<file path="config.mk">
export PLATFORM = sky130hd
export DESIGN_NAME = cp_strip_deser
export DESIGN_NICKNAME = d
export VERILOG_FILES = /design/src/rtl/ofdm_pkg.sv /design/src/rtl/sipo_word.sv /design/src/rtl/cp_strip_deser.sv
export SDC_FILE = /design/constraint.sdc
export NUM_CORES = 1
export LEC_CHECK = 0
export CAP_MARGIN = 25
export CORE_UTILIZATION = 35
export CTS_CLUSTER_DIAMETER = 100
export DETAILED_ROUTE_END_ITERATION = 16
export GPL_TIMING_DRIVEN = 0
export PLACE_DENSITY_LB_ADDON = 0.2
export RECOVER_POWER = 50
export SLEW_MARGIN = 20
export SYNTH_ARGS = -nofsm -noshare
export SYNTH_HDL_FRONTEND = slang
export SYNTH_SLANG_ARGS = --single-unit
export TNS_END_PERCENT = 5
</file>
<file path="constraint.sdc">
create_clock -name clk -period 2.5 [get_ports clk]
set_input_delay 0.5 -clock clk [delete_from_list [all_inputs] [get_ports clk]]
set_output_delay 0.5 -clock clk [all_outputs]
set_load 0.01 [all_outputs]
</file>
<file path="src/rtl/ofdm_pkg.sv">
// ---------------------------------------------------------------------------
// ofdm_pkg
// Constants and types shared by the OFDM cyclic-prefix serializer and its
// receive-side companion (cp_strip_deser).
//   WORD_W      : bits per serial word (one complex sample)
//   N_SC        : samples per OFDM symbol
//   FRAME_WORDS : words per frame (CP word + N_SC samples)
//   SAMPLE_W    : bits per real / imaginary component
//   cplx_t      : packed complex sample, re in the upper half of the word
//   rx_state_t  : receive-side control state
// ---------------------------------------------------------------------------
package ofdm_pkg;

   localparam int WORD_W      = 32;
   localparam int N_SC        = 8;
   localparam int FRAME_WORDS = N_SC + 1;
   localparam int SAMPLE_W    = 16;

   localparam int BIT_CNT_W  = $clog2(WORD_W);
   localparam int WORD_CNT_W = $clog2(FRAME_WORDS);

   typedef struct packed {
      logic [SAMPLE_W-1:0] re;
      logic [SAMPLE_W-1:0] im;
   } cplx_t;

   typedef enum logic {
      ST_IDLE = 1'b0,
      ST_RECV = 1'b1
   } rx_state_t;

   // Reinterpret a serial word as a complex sample: bits [31:16] are re.
   function automatic cplx_t word_to_cplx(input logic [WORD_W-1:0] w);
      return cplx_t'(w);
   endfunction

endpackage

</file>
<file path="src/rtl/sipo_word.sv">
// ---------------------------------------------------------------------------
// sipo_word
// Serial-in / parallel-out word assembler. Bits arrive MSB first and shift in
// at the LSB. The bit counter wraps 31 -> 0 on its own, so the word boundary
// needs no extra logic.
// Ports:
//   clk, rst   : clock, asynchronous active-low reset
//   clear      : synchronous clear of the counter and shift state
//   sample     : take bitIn on this edge
//   bitIn      : serial data bit
//   word       : the word that completes if this edge samples bit 31
//   bitCnt     : index of the next bit within the word (0..31)
//   wordDone   : strobe, high when this edge samples the last bit of a word
// ---------------------------------------------------------------------------
module sipo_word
   import ofdm_pkg::*;
(
   input  logic                 clk,
   input  logic                 rst,
   input  logic                 clear,
   input  logic                 sample,
   input  logic                 bitIn,
   output logic [WORD_W-1:0]    word,
   output logic [BIT_CNT_W-1:0] bitCnt,
   output logic                 wordDone
);

   // Only 31 bits need storage: the 32nd bit of a word is the live input on
   // the edge that completes it.
   logic [WORD_W-2:0] shift;

   // NOTE: sequential state uses non-blocking assignments so every flop sees
   // the pre-edge values of the others, independent of statement order.
   always_ff @(posedge clk or negedge rst) begin
      if (!rst) begin
         shift  <= '0;
         bitCnt <= '0;
      end else if (clear) begin
         shift  <= '0;
         bitCnt <= '0;
      end else if (sample) begin
         shift  <= {shift[WORD_W-3:0], bitIn};
         bitCnt <= bitCnt + 1'b1;
      end
   end

   assign word     = {shift, bitIn};
   assign wordDone = sample && (bitCnt == BIT_CNT_W'(WORD_W - 1));

endmodule

</file>
<file path="src/rtl/cp_strip_deser.sv">
// ---------------------------------------------------------------------------
// cp_strip_deser
// Receive-side deserializer for the cyclic-prefix serializer. A frame is
// N_SC+1 serial 32-bit words, MSB first: the CP word, then samples 0..N_SC-1.
// The CP word is kept and compared with the last sample, which it duplicates.
// Samples 0..N_SC-2 collect in an internal holding bank, so the visible
// outputs change only when a whole frame has arrived.
// Ports:
//   clk, rst              : clock, asynchronous active-low reset
//   start                 : enable; low holds the block idle and aborts a frame
//   serialIn, inValid     : serial data and its qualifier
//   out0R..out7R          : real parts (bits [31:16]) of samples 0..7
//   out0I..out7I          : imaginary parts (bits [15:0]) of samples 0..7
//   outValid              : one-cycle pulse when a new symbol is on the outputs
//   cpErr                 : CP word differed from the last sample (with outValid)
//   busy                  : a frame is partially received
// ---------------------------------------------------------------------------
module cp_strip_deser #(
   parameter int SAMPLE_W = 16,
   parameter int N_SC     = 8
) (
   input  logic                clk,
   input  logic                rst,
   input  logic                start,
   input  logic                serialIn,
   input  logic                inValid,
   output logic [SAMPLE_W-1:0] out0R,
   output logic [SAMPLE_W-1:0] out1R,
   output logic [SAMPLE_W-1:0] out2R,
   output logic [SAMPLE_W-1:0] out3R,
   output logic [SAMPLE_W-1:0] out4R,
   output logic [SAMPLE_W-1:0] out5R,
   output logic [SAMPLE_W-1:0] out6R,
   output logic [SAMPLE_W-1:0] out7R,
   output logic [SAMPLE_W-1:0] out0I,
   output logic [SAMPLE_W-1:0] out1I,
   output logic [SAMPLE_W-1:0] out2I,
   output logic [SAMPLE_W-1:0] out3I,
   output logic [SAMPLE_W-1:0] out4I,
   output logic [SAMPLE_W-1:0] out5I,
   output logic [SAMPLE_W-1:0] out6I,
   output logic [SAMPLE_W-1:0] out7I,
   output logic                outValid,
   output logic                cpErr,
   output logic                busy
);

   import ofdm_pkg::*;

   // ------------------------------------------------------------------------
   // Control FSM: IDLE while start is low, RECV while it is high. Sampling is
   // gated by start directly, so a bit presented on the same edge that start
   // rises is taken as bit 0. Leaving RECV aborts any partial frame.
   // ------------------------------------------------------------------------
   rx_state_t state, state_nxt;
   logic      sample;
   logic      clear;

   always_ff @(posedge clk or negedge rst) begin
      if (!rst) state <= ST_IDLE;
      else      state <= state_nxt;
   end

   always_comb begin
      state_nxt = start ? ST_RECV : ST_IDLE;
   end

   always_comb begin
      // NOTE: every combinational output gets a default before the case so no
      // path through the block leaves a value unassigned and infers a latch.
      sample = 1'b0;
      clear  = 1'b0;
      case (state)
         ST_IDLE: begin
            sample = start && inValid;
         end
         ST_RECV: begin
            sample = start && inValid;
            clear  = !start;
         end
         default: begin
            clear  = 1'b1;
         end
      endcase
   end

   // ------------------------------------------------------------------------
   // Word assembly
   // ------------------------------------------------------------------------
   logic [WORD_W-1:0]    word;
   logic [BIT_CNT_W-1:0] bitCnt;
   logic                 wordDone;

   sipo_word u_sipo (
      .clk      (clk),
      .rst      (rst),
      .clear    (clear),
      .sample   (sample),
      .bitIn    (serialIn),
      .word     (word),
      .bitCnt   (bitCnt),
      .wordDone (wordDone)
   );

   // ------------------------------------------------------------------------
   // Frame assembly: word counter, CP register, holding bank, output bank
   // ------------------------------------------------------------------------
   logic [WORD_CNT_W-1:0] wordCnt;
   logic [WORD_W-1:0]     cpReg;
   cplx_t                 bank  [N_SC-1];
   cplx_t                 out_q [N_SC];
   logic                  out_valid_q;
   logic                  cp_err_q;
   logic                  frame_done;

   assign frame_done = wordDone && (wordCnt == WORD_CNT_W'(N_SC));

   // NOTE: the holding bank and output bank are reset like any other register;
   // the outputs must read zero out of reset and they are only a few flops.
   always_ff @(posedge clk or negedge rst) begin
      if (!rst) begin
         wordCnt     <= '0;
         cpReg       <= '0;
         out_valid_q <= 1'b0;
         cp_err_q    <= 1'b0;
         for (int k = 0; k < N_SC - 1; k++) bank[k]  <= '0;
         for (int k = 0; k < N_SC; k++)     out_q[k] <= '0;
      end else begin
         out_valid_q <= 1'b0;
         if (clear) begin
            wordCnt <= '0;
         end else if (wordDone) begin
            if (wordCnt == '0) begin
               cpReg <= word;
            end
            for (int k = 0; k < N_SC - 1; k++) begin
               if (wordCnt == WORD_CNT_W'(k + 1)) bank[k] <= word_to_cplx(word);
            end
            if (frame_done) begin
               // The completed word is the last sample; it goes straight to
               // the outputs alongside the bank.
               for (int k = 0; k < N_SC - 1; k++) out_q[k] <= bank[k];
               out_q[N_SC-1] <= word_to_cplx(word);
               cp_err_q      <= (cpReg != word);
               out_valid_q   <= 1'b1;
               wordCnt       <= '0;
            end else begin
               wordCnt <= wordCnt + 1'b1;
            end
         end
      end
   end

   // ------------------------------------------------------------------------
   // Outputs
   // ------------------------------------------------------------------------
   assign out0R = out_q[0].re;
   assign out1R = out_q[1].re;
   assign out2R = out_q[2].re;
   assign out3R = out_q[3].re;
   assign out4R = out_q[4].re;
   assign out5R = out_q[5].re;
   assign out6R = out_q[6].re;
   assign out7R = out_q[7].re;
   assign out0I = out_q[0].im;
   assign out1I = out_q[1].im;
   assign out2I = out_q[2].im;
   assign out3I = out_q[3].im;
   assign out4I = out_q[4].im;
   assign out5I = out_q[5].im;
   assign out6I = out_q[6].im;
   assign out7I = out_q[7].im;

   assign outValid = out_valid_q;
   assign cpErr    = cp_err_q;
   assign busy     = (bitCnt != '0) || (wordCnt != '0);

endmodule
</file>
==> results.toml, run 1 <==
[status]
outcome = "completed"

[critical_path]
required_ps = 2980
critical_path_class = "reg -> reg"
cp-start-kind = "flip-flop"
cp-end-kind = "flip-flop"
cp.arrival_ps = 2890
critPathMaxFanout = 10

[pwr]
p_leak_uw = 0.01409
irDropWorstVdd_uv = 470.7
power_density_nw_per_um2 = 683.4

[timing]
hold_ws_ps = 388.3
worstMarginPinSlew_ps = 1262
grt_setup_unrepaired = "true"
finalCritPeriodShare_pct = 96.14
fin_skew_ps = 22.07
slew_violations = 0
period_needed_ps = 2404
relSlewSlack_pct = 15.86
fmax_mhz = 416.1
finalSetupViolCount = 0
hold_viol_final = 0

[cells_and_area]
finalNonFillerCells = 2451
final_cell_area_sq_um = 27140
final_layout_size_suffix_gt1_share_pct = 40.41
antennaDiodeCount = 0
layout.nets = 1642
area_growth_pct = 28.26

[die]
die_h_um = 247.9
die_area_sq_um = 61450
coreArea_sq_um = 59350
die_x_um = 247.9
start_util_pct = 35.65
io_pins = 264
rows = 89

[synth]
synth_area_sq_um = 21160
syn_nets = 1308
yosys_warnings = 0
netlist_instances = 1296
synth_seq_area_share_pct = 65.63
synthDistinctLibCells = 31
ys_ff_latch = 555
avgSynthCellArea_sq_um = 16.33

[routing]
drcViolationCount = 0
drt-total-wl_um = 52190
drt-initial-drc-count = 338
vias = 11720
dr.pass1.iters = 4
final_antenna_net_count = 0
post_drt_wl_per_cell_um = 21.29
routed_via_density = 4.780

[global_route]
grt_overflow = 0
grt_max_degree = 101
first_global_vias = 12210
grt_pass1_wl_um = 78600
grt_antenna_before_repair = 2
grt_usage_pct = 17.26

[placement]
dp_cells = 2337
post-dp-hpwl_um = 35340
portBuffers = 263
dpl_cell_area_sq_um = 24900
place_congestion = 0.7637

[clock_tree]
root_buffer = "clkbuf_16"
clk_pin_slew_ps = 60
cts_made_buffers = 60
cts_tree = "built"
clk_latency_ps = 620
cts_num_sinks = 555
htreeDepth = 2
clk_path_buf_depth = 3

[min_path]
holdCritPathClass = "in -> async"

[job]
max_cap_viol_count = 0
-- synthesized netlist by cell type --
cell type  number  area, sq um
dfrtp_1       555        13890
mux2_2        506         5698
clkbuf_1       39        146.4
a22o_1         33        289.0
xor2_1         33        289.0
buf_4          29        217.7
buf_2          24        120.1
nand2_1         9        33.78
nor4_1          8        50.05
ha_1            7        87.58
mux2_1          6        67.56
nand3_1         5        25.02
o21ai_0         5        25.02
and2_1          4        25.02
inv_1           4        15.01
nor2_1          4        15.01
clkbuf_2        3        15.01
nand4_1         3        18.77
nor3_1          3        15.01
a21oi_1         2        10.01
nor2b_1         2        12.51
nor3b_1         2        15.01
nor3b_2         2        25.02
a21o_1          1        7.510
and3_1          1        6.260
buf_1           1        3.750
nand2_4         1        11.26
nand2b_1        1        6.260
nand4b_1        1        8.760
nor2_2          1        6.260
o31ai_1         1        7.510
-- power breakdown --
part	total (uW)	switching, uW	internal [uW]
sequential	9020	15.2	9000
combinational	336	275	60.7
clock	9200	3590	5610
-- flip-flops by register name, indices dropped and copies added (netlist names), 5 cells and up --
signal         count
bank             224
cpReg             32
out0I             16
out0R             16
out1I             16
out1R             16
out2I             16
out2R             16
out3I             16
out3R             16
out4I             16
out4R             16
out5I             16
out5R             16
out6I             16
out6R             16
out7I             16
out7R             16
u_sipo.bitCnt      5
u_sipo.shift      31
-- routing by layer --
metal	track usage [%]	up-vias	routed length [um]	share of wire, %
met1	23.11	6207	23050	44
li1	-	5238	-	-
met4	3.843	4	738	1.4
met3	3.839	61	2194	4.2
met2	28.52	207	26170	50
met5	0	-	27	0.052
-- critical path, stage by stage, from the launching register on --
cell and delay (ps):
dfrtp_1 400, ha_1 220, and3_1 170, ha_2 230, nand2_4 120, nor3_2 190, and2_1 160, buf_2 220
buf_6 210, mux2_2 350
-- cells by family (layout without fill, tap and decap cells) --
group | Yosys count | count (layout) | synth area share, %
AOI/OAI and AO/OA | 42 | 42 | 1.602
xor gates and xnor gates | 33 | 33 | 1.366
adders and majority gates | 7 | 7 | 0.4139
buffers and inverters | 100 | 482 | 2.448
DFF | 555 | 555 | 65.63
muxes | 512 | 512 | 27.25
and+or+nand+nor | 47 | 47 | 1.295
-- per-stage QoR --
stage | util (%) | setup slack, ps | total power (uW) | TNS, ps
global route | 45.73 | -44.77 | 19320 | -1073
detailed placement | 41.96 | -1077 | 9544 | -313230
CTS | 45.62 | -22.04 | 18900 | -335.4
floorplan | - | 391.6 | 9255 | 0
finish | 45.73 | 96.47 | 18550 | 0
global placement | 41.72 | -23680 | 9535 | -
-- final timing paths --
kind                                  startpoint   endpoint  slack, ps  cells after the start
worst min register to register         bank[223]  bank[223]        480                      1
max in group asynchronous                    rst    bank[5]        370                      5
worst min-delay path                         rst   out3R[9]        390                      2
min in group clk                       bank[223]  bank[223]        480                      1
worst max-delay path            u_sipo.bitCnt[0]  bank[142]        100                      9
worst max register to register  u_sipo.bitCnt[0]  bank[142]        100                      9
-- area by class of cell --
class	instances	area, sq um
Fill cell	5234	32210
Sequential cell	555	13890
Multi-Input combinational cell	641	6792
Timing Repair Buffer	272	2784
Clock buffer	93	1828
Tap cell	773	967.2
Buffer	96	616.8
Clock inverter	17	251.5
Inverter	4	15.01
-- timing repair --
item	in CTS	in global routing
buffers inserted	3	0
pin swaps	1	0
endpoints found under the hold margin	78	0
resized for setup	20	33
endpoints found under the setup margin	388	537
hold buffers	1	0
-- cell usage in the layout, fill, tap and decap left out, types with 5 or more instances in the layout --
cell,netlist,routed
clkbuf_16,0,62
bufinv_16,0,6
nor4_1,8,8
dlygate4sd3_1,0,177
mux2_2,506,506
dfrtp_1,555,555
nand3_1,5,5
clkinv_2,0,8
ha_1,7,6
buf_4,29,27
clkbuf_8,0,16
o21ai_0,5,5
buf_2,24,10
buf_6,0,20
clkbuf_1,39,55
xor2_1,33,33
mux2_1,6,6
a22o_1,33,33
nand2_1,9,5
clkdlybuf4s50_1,0,85
Note: power is estimated with default switching activity, not from simulation.
==> inputs of run 2 (changes only) <==
- SYNTH_HIERARCHICAL: default -> 1
==> run 2 against run 1 <==
Highest routed layer is now met4. Maximum frequency is 0.37% lower. Total power down 2.3%. Combinational power increased by 7.4%. Clock-buffer cell count up 1. Critical endpoint is now out0I[7]. Flip-flop and latch count stayed put. Cell count increased by 26%. Sequential share of layout area shrank 0.96 points. Sequential power about the same.
==> results.toml, run 2 <==
[timing]
relSlewSlack_pct = 30.17
finalSetupTns_ps = 0
worstMarginPinSlew_ps = 1047
fin_skew_ps = 33.33
fmax_mhz = 414.5
finalCritPeriodShare_pct = 96.49
grt_setup_unrepaired = "true"
period_needed_ps = 2412
slew_violations = 0
finalSetupViolCount = 0
hold_viol_final = 0

[critical_path]
worst_path_largest_cell_delay_ps = 540
cp.arrival_ps = 2910
cp-end-kind = "flip-flop"
r2r-end = "bank[196]"
critical_path_class = "in -> reg"
critPathMaxFanout = 10
path_buf_inv = 6
path_delay_family = "buffers and inverters"
reg2reg_depth = 9
crit_slowest_cell = "clkdlybuf4s50_1"
cp_cell_sequence = "clkdlybuf4s50_1, and2_4, buf_8, buf_12, and2_4, or3b_1, buf_2, clkbuf_4, clkbuf_4, nand2_1, nand2_1"
required_ps = 3000
reg2reg_setup_slack_ps = 100
cp-start-kind = "input pin"
reg2reg_from = "u_sipo/bitCnt[0]"

[pwr]
p_clk_share_pct = 48.3
pwr-share-comb_pct = 2.0
p_int_uw = 14190
sw_frac_of_total_pct = 21.72
p_leak_uw = 0.01430
irDropWorstVdd_uv = 547.9
power_density_nw_per_um2 = 655.3
seqPwrFrac_pct = 49.7
power.switching_uw = 3938

[placement]
place_congestion = 0.7669
post-dp-hpwl_um = 39690
dp_cells = 2971
portBuffers = 263

[die]
die_x_um = 251.3
die_area_sq_um = 63150
coreArea_sq_um = 61600
rows = 91
die_h_um = 251.3
start_util_pct = 35.31
io_pins = 264

[synth]
avgSynthCellArea_sq_um = 11.66
synth_seq_area_share_pct = 63.85
synthDistinctLibCells = 39
synth_edf_count = 0
yosys.area.top_type = "dfrtp_1"
ys_ff_latch = 555
synth_flop_cell = "dfrtp_1"
post-synth-top-count-cell = "nand2_1"
synth_area_sq_um = 21750
ys_top_cells_by_area = "dfrtp_1, nand2_1, mux2_2"
syn_nets = 1876
synth_top_area_share_pct = 63.85
synth_common_cells = "nand2_1, dfrtp_1, mux2_2"
netlist_instances = 1865
synth-async-reset-ratio_pct = 100.0
yosys_warnings = 6

[clock_tree]
htreeDepth = 2
cts_num_sinks = 555
clk_path_buf_depth = 3
root_buffer = "clkbuf_16"
cts_tree = "built"
cts_made_buffers = 60
clk_pin_slew_ps = 60
clk_latency_ps = 640

[routing]
drt-total-wl_um = 59220
dr.pass1.iters = 5
drt-initial-drc-count = 751
final_antenna_net_count = 0
drcViolationCount = 0
vias = 14170
routed_via_density = 4.596
post_drt_wl_per_cell_um = 19.21

[cells_and_area]
reg.largest.list = "bank: 224 flops, cpReg: 32 flops, u_sipo/shift: 31 flops"
final_layout_size_suffix_gt1_share_pct = 20.58
layout_commonest_cell = "nand2_1"
largest_register_ffs = 224
regMostFlops = "bank"
area_growth_pct = 27.17
finalNonFillerCells = 3083
layout.nets = 2208
fillers = 5773
final_cell_mix = "nand2_1, dfrtp_1, clkdlybuf4s50_1, mux2_2, clkbuf_16"
multiInputGateArea_sq_um = 7013
seqCellArea_sq_um = 13890

[status]
outcome = "completed"

[global_route]
grt_overflow = 0
grt_max_degree = 97
first_global_vias = 14920
grt_usage_pct = 19.04
grt_pass1_wl_um = 90470
grt_antenna_before_repair = 2

[job]
max_cap_viol_count = 0

[min_path]
holdCritPathClass = "in -> async"
==> run 2: worst max-delay path by stage <==
| stage | startpoint | endpoint | cells after the start |
|---|---|---|---|
| after global placement | rst | out2R[1] | 1 |
| after floorplan | inValid | out0R[10] | 11 |
| after CTS | u_sipo/bitCnt[0] | cpReg[19] | 9 |
| after detailed placement | start | bank[151] | 10 |
| final | start | out0I[7] | 11 |
| after global routing | start | out0I[0] | 12 |
==> run 2: stage by stage <==
step	setup slack (ps)	area [sq um]	hold WS (ps)	total power, uW	utilization, %
2_1_floorplan	159.8	21750	204.4	9281	-
6_report	87.66	27660	355.4	18130	44.91
3_5_place_dp	-1251	25600	448.7	9566	41.56
3_3_place_gp	-23450	25430	443.2	9546	41.29
5_1_grt	-16.06	27660	392.9	18740	44.90
4_1_cts	-2.361	27660	405.2	18410	44.90
==> run 2: final cells by class <==
cell class	instances	area share [%]
Clock buffer	94	6.324
Antenna cell	1	0.009047
Clock inverter	16	0.6875
Tap cell	837	3.786
Inverter	3	0.05880
Buffer	123	3.551
Multi-Input combinational cell	1183	25.35
Sequential cell	555	50.21
Timing Repair Buffer	271	10.02
==> run 2: logic make-up after synthesis <==
| group | Yosys count | synth area share (%) |
|---|---|---|
| mux | 291 | 14.87 |
| flops | 555 | 63.85 |
| compound gates | 10 | 0.2992 |
| buf+inv | 127 | 4.274 |
| simple gates | 843 | 15.03 |
| fa+ha+maj | 6 | 0.3451 |
| xor+xnor | 33 | 1.329 |
==> run 2: per-layer routing <==
layer | share of wire [%] | GRT usage (%)
met5 | 0 | 0
met4 | 2.4 | 5.575
met3 | 4.0 | 3.054
met2 | 48 | 31.72
met1 | 45 | 25.59
==> run 2: power by group through the flow <==
stage	Sequential [uW]	Clock [uW]	Combinational (uW)
2_1_floorplan	9180	0	106
6_report	9020	8750	361
3_5_place_dp	9180	0	390
5_1_grt	9010	9320	416
4_1_cts	9010	9000	388
3_3_place_gp	9200	0	347
==> run 2: repair_timing <==
item | 4_1_cts | 5_1_grt
setup buffers | 1 | 0
pin swaps | 1 | 0
gates cloned | 0 | 0
hold buffers | 1 | 0
endpoints found under the setup margin | 512 | 261
resized for setup | 40 | 21
hold endpoints to repair | 65 | 0
